`config.mk`:
```
export PLATFORM = sky130hd
export DESIGN_NAME = occ_lookup_arbiter
export DESIGN_NICKNAME = d
export VERILOG_FILES = /design/src/rtl/occ_lookup_arbiter_pkg.sv /design/src/rtl/occ_lookup_arbiter_fifo.sv /design/src/rtl/occ_lookup_arbiter.sv
export SDC_FILE = /design/constraint.sdc
export NUM_CORES = 1
export LEC_CHECK = 0
export CAP_MARGIN = 20
export CORE_AREA = 2 2 291 293
export CTS_BUF_LIST = sky130_fd_sc_hd__clkbuf_2
export DETAILED_ROUTE_END_ITERATION = 10
export DIE_AREA = 0 0 293 295
export GPL_ROUTABILITY_DRIVEN = 0
export MAX_ROUTING_LAYER = met4
export PLACE_DENSITY = 0.36
export SLEW_MARGIN = 40
export SYNTH_ARGS = -nofsm -noshare
export SYNTH_HDL_FRONTEND = slang
export SYNTH_HIERARCHICAL = 1
export SYNTH_SLANG_ARGS = --single-unit
```
`constraint.sdc`:
```
create_clock -name clk -period 3.55 [get_ports clk]
set_clock_uncertainty 0.2 [all_clocks]
set_input_delay 0.71 -clock clk [delete_from_list [all_inputs] [get_ports clk]]
set_output_delay 0.71 -clock clk [all_outputs]
set_load 0.1 [all_outputs]
```
`src/rtl/occ_lookup_arbiter_pkg.sv`:
```
// Shared seeding-engine constants and the OCC read arbiter's AR-side state encoding.
// Pure declarations; no timing or flow control of its own.
package occ_lookup_arbiter_pkg;

    localparam int NUM_SEED_ENG   = 4;
    localparam int OCC_RD_AW      = 40;
    localparam int OCC_DW         = 256;
    localparam int OCC_RD_OUTS_AW = 3;

    typedef enum logic {
        S_Idle = 1'b0,
        S_Addr = 1'b1
    } ar_state_e;

endpackage

```
`src/rtl/occ_lookup_arbiter_fifo.sv`:
```
// Generic synchronous stream FIFO, 2^AW entries; pop data is visible in the cycle an entry is present.
// o_push_rdy low when full; pop only when o_pop_vld && i_pop_rdy.
module occ_lookup_arbiter_fifo #(
    parameter int DW = 2,
    parameter int AW = 3
) (
    input  logic          i_clk,
    input  logic          i_rst_n,
    input  logic          i_push_vld,
    output logic          o_push_rdy,
    input  logic [DW-1:0] i_push_dat,
    output logic          o_pop_vld,
    input  logic          i_pop_rdy,
    output logic [DW-1:0] o_pop_dat,
    output logic [AW:0]   o_count
);

    logic [DW-1:0] r_mem [2**AW];
    logic [AW:0]   r_wptr;
    logic [AW:0]   r_rptr;
    logic          w_push;
    logic          w_pop;

    // Extra pointer MSB tells full from empty when the index bits match.
    assign o_push_rdy = !((r_wptr[AW] != r_rptr[AW]) && (r_wptr[AW-1:0] == r_rptr[AW-1:0]));
    assign o_pop_vld  = (r_wptr != r_rptr);
    assign o_pop_dat  = r_mem[r_rptr[AW-1:0]];
    assign o_count    = r_wptr - r_rptr;
    assign w_push     = i_push_vld && o_push_rdy;
    assign w_pop      = o_pop_vld && i_pop_rdy;

    always_ff @(posedge i_clk or negedge i_rst_n) begin
        if (!i_rst_n) begin
            r_wptr <= '0;
            r_rptr <= '0;
        end else begin
            if (w_push) r_wptr <= r_wptr + 1'b1;
            if (w_pop)  r_rptr <= r_rptr + 1'b1;
        end
    end

    always_ff @(posedge i_clk) begin
        if (w_push) r_mem[r_wptr[AW-1:0]] <= i_push_dat;
    end

endmodule

```
`src/rtl/occ_lookup_arbiter.sv`:
```
// Round-robin share of one AXI4-Lite OCC read port among NREQ engines; AR adds 1 cycle, R is 0-cycle pass-through.
// AR grants stall while 2^OUTS_AW reads are in flight; R backpressure from the head requester stalls the master.
module occ_lookup_arbiter
    import occ_lookup_arbiter_pkg::*;
#(
    parameter int NREQ    = NUM_SEED_ENG,
    parameter int OCC_AW  = OCC_RD_AW,
    parameter int DW      = OCC_DW,
    parameter int OUTS_AW = OCC_RD_OUTS_AW
) (
    input  logic                         clk,
    input  logic                         reset_n,
    input  logic [NREQ-1:0][OCC_AW-1:0]  s_araddr,
    input  logic [NREQ-1:0]              s_arvalid,
    output logic [NREQ-1:0]              s_arready,
    output logic [DW-1:0]                s_rdata,
    output logic [1:0]                   s_rresp,
    output logic [NREQ-1:0]              s_rvalid,
    input  logic [NREQ-1:0]              s_rready,
    output logic [OCC_AW-1:0]            m_araddr,
    output logic                         m_arvalid,
    input  logic                         m_arready,
    input  logic [DW-1:0]                m_rdata,
    input  logic [1:0]                   m_rresp,
    input  logic                         m_rvalid,
    output logic                         m_rready,
    output logic [OUTS_AW:0]             outstanding
);

    localparam int IW = $clog2(NREQ);

    ar_state_e          r_state;
    ar_state_e          w_state_nxt;
    logic [IW-1:0]      r_rr;
    logic [IW-1:0]      r_grant;
    logic [OCC_AW-1:0]  r_araddr;
    logic [IW:0]        w_pick;
    logic               w_win;
    logic               w_push;
    logic               w_pop;
    logic               w_not_full;
    logic               w_fifo_vld;
    logic [IW-1:0]      w_head;

    // Returns {found, index} of the first requester at or above ptr, wrapping.
    function automatic logic [IW:0] rr_pick(input logic [NREQ-1:0] req, input logic [IW-1:0] ptr);
        logic [IW:0] pick;
        int          idx;
        pick = '0;
        for (int k = NREQ - 1; k >= 0; k--) begin
            idx = (int'(ptr) + k) % NREQ;
            if (req[idx]) pick = {1'b1, idx[IW-1:0]};
        end
        return pick;
    endfunction

    always_ff @(posedge clk or negedge reset_n) begin
        if (!reset_n) r_state <= S_Idle;
        else          r_state <= w_state_nxt;
    end

    always_comb begin
        w_state_nxt = r_state;
        w_win       = 1'b0;
        w_pick      = rr_pick(s_arvalid, r_rr);
        case (r_state)
            S_Idle: begin
                if (w_pick[IW] && w_not_full) begin
                    w_state_nxt = S_Addr;
                    w_win       = 1'b1;
                end
            end
            S_Addr: begin
                if (m_arready) w_state_nxt = S_Idle;
            end
            default: w_state_nxt = S_Idle;
        endcase
    end

    always_ff @(posedge clk or negedge reset_n) begin
        if (!reset_n) begin
            r_rr     <= '0;
            r_grant  <= '0;
            r_araddr <= '0;
        end else begin
            if (w_win) begin
                r_grant  <= w_pick[IW-1:0];
                r_araddr <= s_araddr[w_pick[IW-1:0]];
            end
            if (w_push) r_rr <= (r_grant == IW'(NREQ - 1)) ? '0 : r_grant + IW'(1);
        end
    end

    assign m_arvalid = (r_state == S_Addr);
    assign m_araddr  = r_araddr;
    assign w_push    = m_arvalid && m_arready;

    always_comb begin
        s_arready = '0;
        if (m_arvalid) s_arready[r_grant] = m_arready;
    end

    // The order FIFO records which requester owns each in-flight read.
    occ_lookup_arbiter_fifo #(
        .DW (IW),
        .AW (OUTS_AW)
    ) u_order_fifo (
        .i_clk      (clk),
        .i_rst_n    (reset_n),
        .i_push_vld (w_push),
        .o_push_rdy (w_not_full),
        .i_push_dat (r_grant),
        .o_pop_vld  (w_fifo_vld),
        .i_pop_rdy  (w_pop),
        .o_pop_dat  (w_head),
        .o_count    (outstanding)
    );

    assign s_rdata  = m_rdata;
    assign s_rresp  = m_rresp;
    assign m_rready = w_fifo_vld && s_rready[w_head];
    assign w_pop    = m_rvalid && m_rready;

    always_comb begin
        s_rvalid = '0;
        if (w_fifo_vld) s_rvalid[w_head] = m_rvalid;
    end

    a_r_beat_has_owner: assert property (@(posedge clk) disable iff (!reset_n) m_rvalid |-> w_fifo_vld);

endmodule

```
==> results of run 1 <==
==> metal layers <==
metal  vias up  track usage [%]  share of wire (%)
met2       341             9.13                 46
met1      1933             5.31                 34
li1       1805                -                  -
met3       136             3.09                 12
met5         -                -                  0
met4         0             4.65                7.7
==> final timing paths <==
path / to / slack (ns) / depth (start not counted)
max: m_rready / -0.07 / 6
min: m_araddr[3] / 0.26 / 2
max reg2reg: m_araddr[16] / 0.68 / 10
min reg2reg: m_araddr[30] / 0.33 / 2
max in group asynchronous: m_araddr[13] / 2.33 / 2
min in group clk: m_araddr[30] / 0.33 / 2
==> repair_timing <==
item,in CTS,in global routing
endpoints found under the setup margin,8,8
pin swaps,8,10
endpoints found under the hold margin,53,0
resized for setup,31,12
buffers inserted,7,3
hold buffers,1,0
==> power groups by stage <==
| stage | registers [mW] | clock network, mW | logic [mW] |
|---|---|---|---|
| 3_5_place_dp | 1.54 | 0 | 6.03 |
| 2_1_floorplan | 3.05 | 0 | 4.24 |
| 4_1_cts | 1.52 | 0.813 | 6.35 |
| 6_report | 1.50 | 0.697 | 6.42 |
| 5_1_grt | 1.56 | 0.802 | 6.77 |
| 3_3_place_gp | 1.56 | 0 | 5.98 |
==> flip-flops by register name, summed over array words and instances, names as in the netlist <==
name / cells
u_order_fifo/r_wptr: 4
r_grant: 2
u_order_fifo/r_rptr: 4
u_order_fifo/r_mem: 16
m_araddr: 40
m_arvalid: 1
r_rr: 2
==> cells by family after synthesis <==
family	Yosys count	share of synthesized area, %
DFF	69	28.6
and+or+nand+nor	90	6.68
AOI/OAI and AO/OA	52	10.8
adders and majority gates	10	2.10
buffers and inverters	295	35.2
muxes	88	15.1
xor gates and xnor gates	10	1.51
==> cell usage after synthesis, types with 5 or more instances <==
cell	n
nand3_1	5
buf_4	261
ha_1	9
o221ai_2	39
inv_1	13
buf_6	9
mux4_2	5
nor2_1	6
nor3_1	7
mux2i_1	80
xnor2_1	7
dfrtp_1	53
nand2_1	55
edfxtp_1	16
==> placed cells by master (no fill, tap or decap), drive strengths merged, types with 2 or more instances in the layout <==
cell and n:
nand3 6, ha 9, nor2b 3, nor2 7
o21ai 3, buf 78, clkdlybuf4s50 170, clkinv 5
nand2 56, and3 4, nor3 7, diode 3
a21oi 2, dfrtp 53, bufinv 2, o22ai 2
mux4 5, mux2 3, xnor2 7, o221ai 40
or2 2, a21o 2, inv 13, xor2 3
clkbuf 9, edfxtp 16, mux2i 80
==> layout make-up <==
cell class / count / area (um2) / area share, %
Antenna cell: 3 / 7.51 / 0.0908
Clock buffer: 9 / 45.0 / 0.545
Clock inverter: 7 / 90.1 / 1.09
Inverter: 14 / 52.6 / 0.636
Multi-Input combinational cell: 250 / 2420 / 29.2
Sequential cell: 69 / 1810 / 21.9
Tap cell: 1080 / 1350 / 16.3
Timing Repair Buffer: 249 / 2490 / 30.1
==> metrics by stage <==
step	hold WS, ns	utilization [%]
after floorplan	0.214	-
after global placement	0.273	9.46
after detailed placement	0.278	9.47
after CTS	0.0547	9.85
after global routing	0.114	9.94
final	0.261	9.94
==> out/metrics.csv, run 1 <==
stage;metric;value;unit
yosys;async_reset_ff_share;76.8;%
clock_tree;cts-root-buf;clkbuf_2;
setup_path;crit_slowest_cell;dfrtp_2;
timing;tns;-0.0677;ns
placed_design;portBuffers;225;
yosys;synth.ff_latch_count;69;
timing;setup_violations;1;
pwr;p_sw_share;59.6;%
timing;period_minus_slack;3.62;ns
routing;route.detailed.drc;0;
floorplan;ioPinCount;742;
global_route;grt_max_degree;54;
floorplan;start_util;7.59;%
clock_tree;cts_tree;done;
global_route;grt_pass1_vias;4876;
clock_tree;path_clk_slew;0.40;ns
pwr;powerDensity;1040;mW/mm2
floorplan;core_region_area;0.0832;mm2
timing;tightestPinTransition;0.659;ns
yosys;avgSynthCellArea;10.3;um2
pwr;ir_drop;0.000690;V
setup_path;cp_max_fo;5;
layout;nFillCells;9517;
yosys;yosys.area.top_type;buf_4;
pwr;power_frac_clock;8.1;%
timing;maxSlewHeadroom;56.0;%
timing;layout_setup_ws;-0.0677;ns
floorplan;dieHeight;295;um
pwr;internal_power;3.48;mW
global_route;grt_pass1_wl;34200;um
placed_design;dp_hpwl;19000;um
global_route;antenna_found_initial;2;
pwr;pwr-share-comb;74.5;%
timing;rsz0062_at_grt;true;
hold_path;hold_class;primary input to asynchronous set/reset pin;
routing;first_pass_iters;4;
yosys;synth_area_leaders;buf_4 31%, dfrtp_1 21%, mux2i_1 13%;
floorplan;die_w;293;um
timing;post-route-period-util;102;%
clock_tree;clkSinkCount;69;
setup_path;crit_chain;mux4_2, nand2_2, nand2_2, mux4_2, and2_4, buf_12;
yosys;netlist_area;0.00631;mm2
pwr;pwr-share-seq;17.4;%
layout;final_nets;1033;
setup_path;cpPeakStageDelay;0.52;ns
layout;fin_area;0.00827;mm2
yosys;synth_warnings;6;
setup_path;crit_required;2.64;ns
setup_path;crit_arrival;2.71;ns
timing;finalHoldViolCount;0;
timing;max_freq;276;MHz
yosys;syn-num-nets;1054;
timing;maxSlewViolCount;0;
yosys;synth-seq-area-share;28.6;%
routing;via_per_inst;2.51;
flow_run;cap_violations;0;
setup_path;crit_family;multiplexers;
setup_path;crit_start;u_order_fifo/r_rptr[0];
placed_design;preCtsSetupSlack;0.444;ns
yosys;synth_flop_cell;dfrtp_1;
global_route;overflow;0;
placed_design;placed_cell_area;0.00787;mm2
yosys;syn_inst;614;
placed_design;dpl.cell_count;1651;
yosys;synth-edff-count;16;
outcome;outcome;finished, violations left;
global_route;gr-usage-all-layers;5.83;%
routing;wl;24900;um
setup_path;startpoint_type;register;
clock_tree;clockBufferDepth;2;
routing;vias;4215;
clock_tree;cts_max_level;3;
pwr;p_sw;5.14;mW
setup_path;cp_num_buf_inv;1;
outcome;violations;negative setup slack;
routing;drtAntennaViolNets;0;
floorplan;die_area;0.0864;mm2
layout;final_cells;1681;
routing;wl_per_cell;14.8;um
yosys;ys_types;45;
routing;first_iter_violations;126;
layout;layout-drive-gt1-share;29.6;%
pwr;power.total;8.62;mW
setup_path;cp-end-kind;primary output;
floorplan;rows;106;
pwr;leakage;3.15;nW
setup_path;crit_type;register to primary output;
yosys;synth_top_area_share;31.1;%
clock_tree;clock_latency;0.76;ns
clock_tree;cts_buffers;9;
layout;syn_to_final_growth;31.1;%
setup_path;regToRegStartpoint;u_order_fifo/r_rptr[0];
Note: power is estimated with default switching activity, not from simulation.
==> run 2: changes to the inputs <==
- GPL_ROUTABILITY_DRIVEN: 0 -> 1
- GPL_TIMING_DRIVEN: unset -> 0
==> out/metrics.csv, run 2 (same netlist as run 1, synthesis figures left out) <==
stage;metric;value;unit
outcome;outcome;finished, violations left;
outcome;violations;negative setup slack;
floorplan;start_util;7.59;%
floorplan;core_region_area;0.0832;mm2
clock_tree;clock_latency;0.73;ns
routing;wl_per_cell;14.6;um
timing;tightestPinTransition;0.691;ns
global_route;grt_pass1_wl;42000;um
global_route;antenna_found_initial;3;
setup_path;cp_max_fo;5;
timing;layout_setup_ws;-0.0412;ns
global_route;overflow;0;
timing;setup_violations;1;
layout;nFillCells;9458;
layout;layout-drive-gt1-share;61.1;%
pwr;pwr-share-comb;77.6;%
clock_tree;clockBufferDepth;2;
pwr;powerDensity;882;mW/mm2
timing;rsz0062_at_grt;true;
floorplan;die_w;293;um
clock_tree;cts_buffers;9;
pwr;internal_power;3.60;mW
layout;final_common_cell;buf_2;
pwr;pwr-share-seq;14.4;%
pwr;p_sw_share;64.2;%
hold_path;hold_class;primary input to asynchronous set/reset pin;
floorplan;ioPinCount;742;
setup_path;cp-end-kind;primary output;
global_route;grt_pass1_vias;6144;
pwr;power.total;10.1;mW
clock_tree;clkSinkCount;69;
clock_tree;path_clk_slew;0.28;ns
layout;final_nets;1562;
layout;final_cell_mix;307 x buf_2, 272 x buf_4, 170 x clkdlybuf4s50_1;
routing;vias;6122;
routing;first_iter_violations;101;
routing;wl;32200;um
routing;drtAntennaViolNets;0;
layout;largest_reg_flops;40;
setup_path;crit_arrival;2.68;ns
pwr;ir_drop;0.000560;V
clock_tree;cts_max_level;3;
timing;period_minus_slack;3.59;ns
floorplan;rows;106;
pwr;p_sw;6.45;mW
floorplan;dieHeight;295;um
placed_design;preCtsSetupSlack;0.107;ns
placed_design;routabilityCongestion;0.725;
placed_design;portBuffers;483;
timing;finalHoldViolCount;0;
layout;syn_to_final_growth;80.6;%
floorplan;die_area;0.0864;mm2
clock_tree;cts-root-buf;clkbuf_2;
pwr;leakage;5.44;nW
timing;max_freq;278;MHz
global_route;gr-usage-all-layers;7.17;%
setup_path;crit_type;register to primary output;
pwr;power_frac_clock;8.1;%
timing;tns;-0.0412;ns
routing;route.detailed.drc;0;
clock_tree;cts_tree;done;
timing;maxSlewViolCount;0;
timing;holdWs;0.196;ns
timing;post-route-period-util;101;%
placed_design;dp_hpwl;26700;um
setup_path;crit_required;2.64;ns
timing;maxSlewHeadroom;54.0;%
global_route;grt_max_degree;29;
setup_path;startpoint_type;register;
routing;first_pass_iters;4;
flow_run;cap_violations;0;
routing;via_per_inst;2.77;
[run 2: changes by cell type in the layout (fill, tap and decap cells not counted), sizes merged]
cell         before  now
clkinv            5    3
diode             3    2
clkinvlp          1    0
inv              13   14
buf              78  602
clkbuf            9   13
dlygate4sd3       1    2
bufinv            2    4
[run 2: final cells by class]
class / instances / area [um2] / area share, %
antenna: 2 / 5.00 / 0.0439
buffer: 281 / 2170 / 19.1
clock buffer: 9 / 45.0 / 0.395
clock inverter: 7 / 146 / 1.29
inverter: 14 / 52.6 / 0.461
multi-input combinational: 250 / 2340 / 20.5
sequential: 69 / 1810 / 15.9
tap: 1080 / 1350 / 11.9
timing repair buffer: 497 / 3470 / 30.4
[run 2: worst max-delay path: stages, from the launching register on]
cell,delay (ns)
dfrtp_1,0.42
buf_6,0.14
mux4_2,0.51
nand2_2,0.09
nand2_4,0.06
mux4_2,0.45
and2_4,0.17
buf_12,0.16
[run 2: timing repair]
| item | in CTS | in global routing |
|---|---|---|
| resized for setup | 36 | 3 |
| buffers inserted | 7 | 4 |
| endpoints found under the hold margin | 53 | 0 |
| endpoints found under the setup margin | 8 | 7 |
| hold buffers | 2 | 0 |
| pin swaps | 6 | 0 |
[run 2: metal layers]
metal	vias to the layer above	part of all wire, %	track usage (%)
li1	2870	-	-
met1	2848	38	7.80
met2	389	53	12.8
met3	15	7.5	1.99
met4	0	1.2	1.86
met5	-	0	-
[run 2: final timing paths]
kind / startpoint / slack [ns] / to / depth (start not counted)
worst max-delay path: u_order_fifo/r_rptr[0] / -0.04 / m_rready / 7
worst min-delay path: reset_n / 0.20 / m_araddr[15] / 2
worst max register to register: u_order_fifo/r_rptr[0] / 0.60 / m_araddr[14] / 9
worst min register to register: m_araddr[39] / 0.32 / m_araddr[39] / 2
max in group asynchronous: reset_n / 1.98 / m_araddr[3] / 3
min in group clk: m_araddr[39] / 0.32 / m_araddr[39] / 2
[run 2: through the flow]
step                utilization (%)  instance area [um2]  std cells
finish                         13.7                11400       2209
global placement               15.0                12500       2177
global route                   13.7                11400       2209
CTS                            13.6                11300       2203
floorplan                         -                 6320        614
detailed placement             13.2                11000       2178
[run 2: power by group through the flow]
stage	registers [mW]	clock network [mW]	logic, mW
floorplan	3.05	0	4.24
global placement	1.51	0	8.02
finish	1.44	0.810	7.80
detailed placement	1.50	0	7.56
CTS	1.47	0.900	7.90
global route	1.49	0.915	8.23
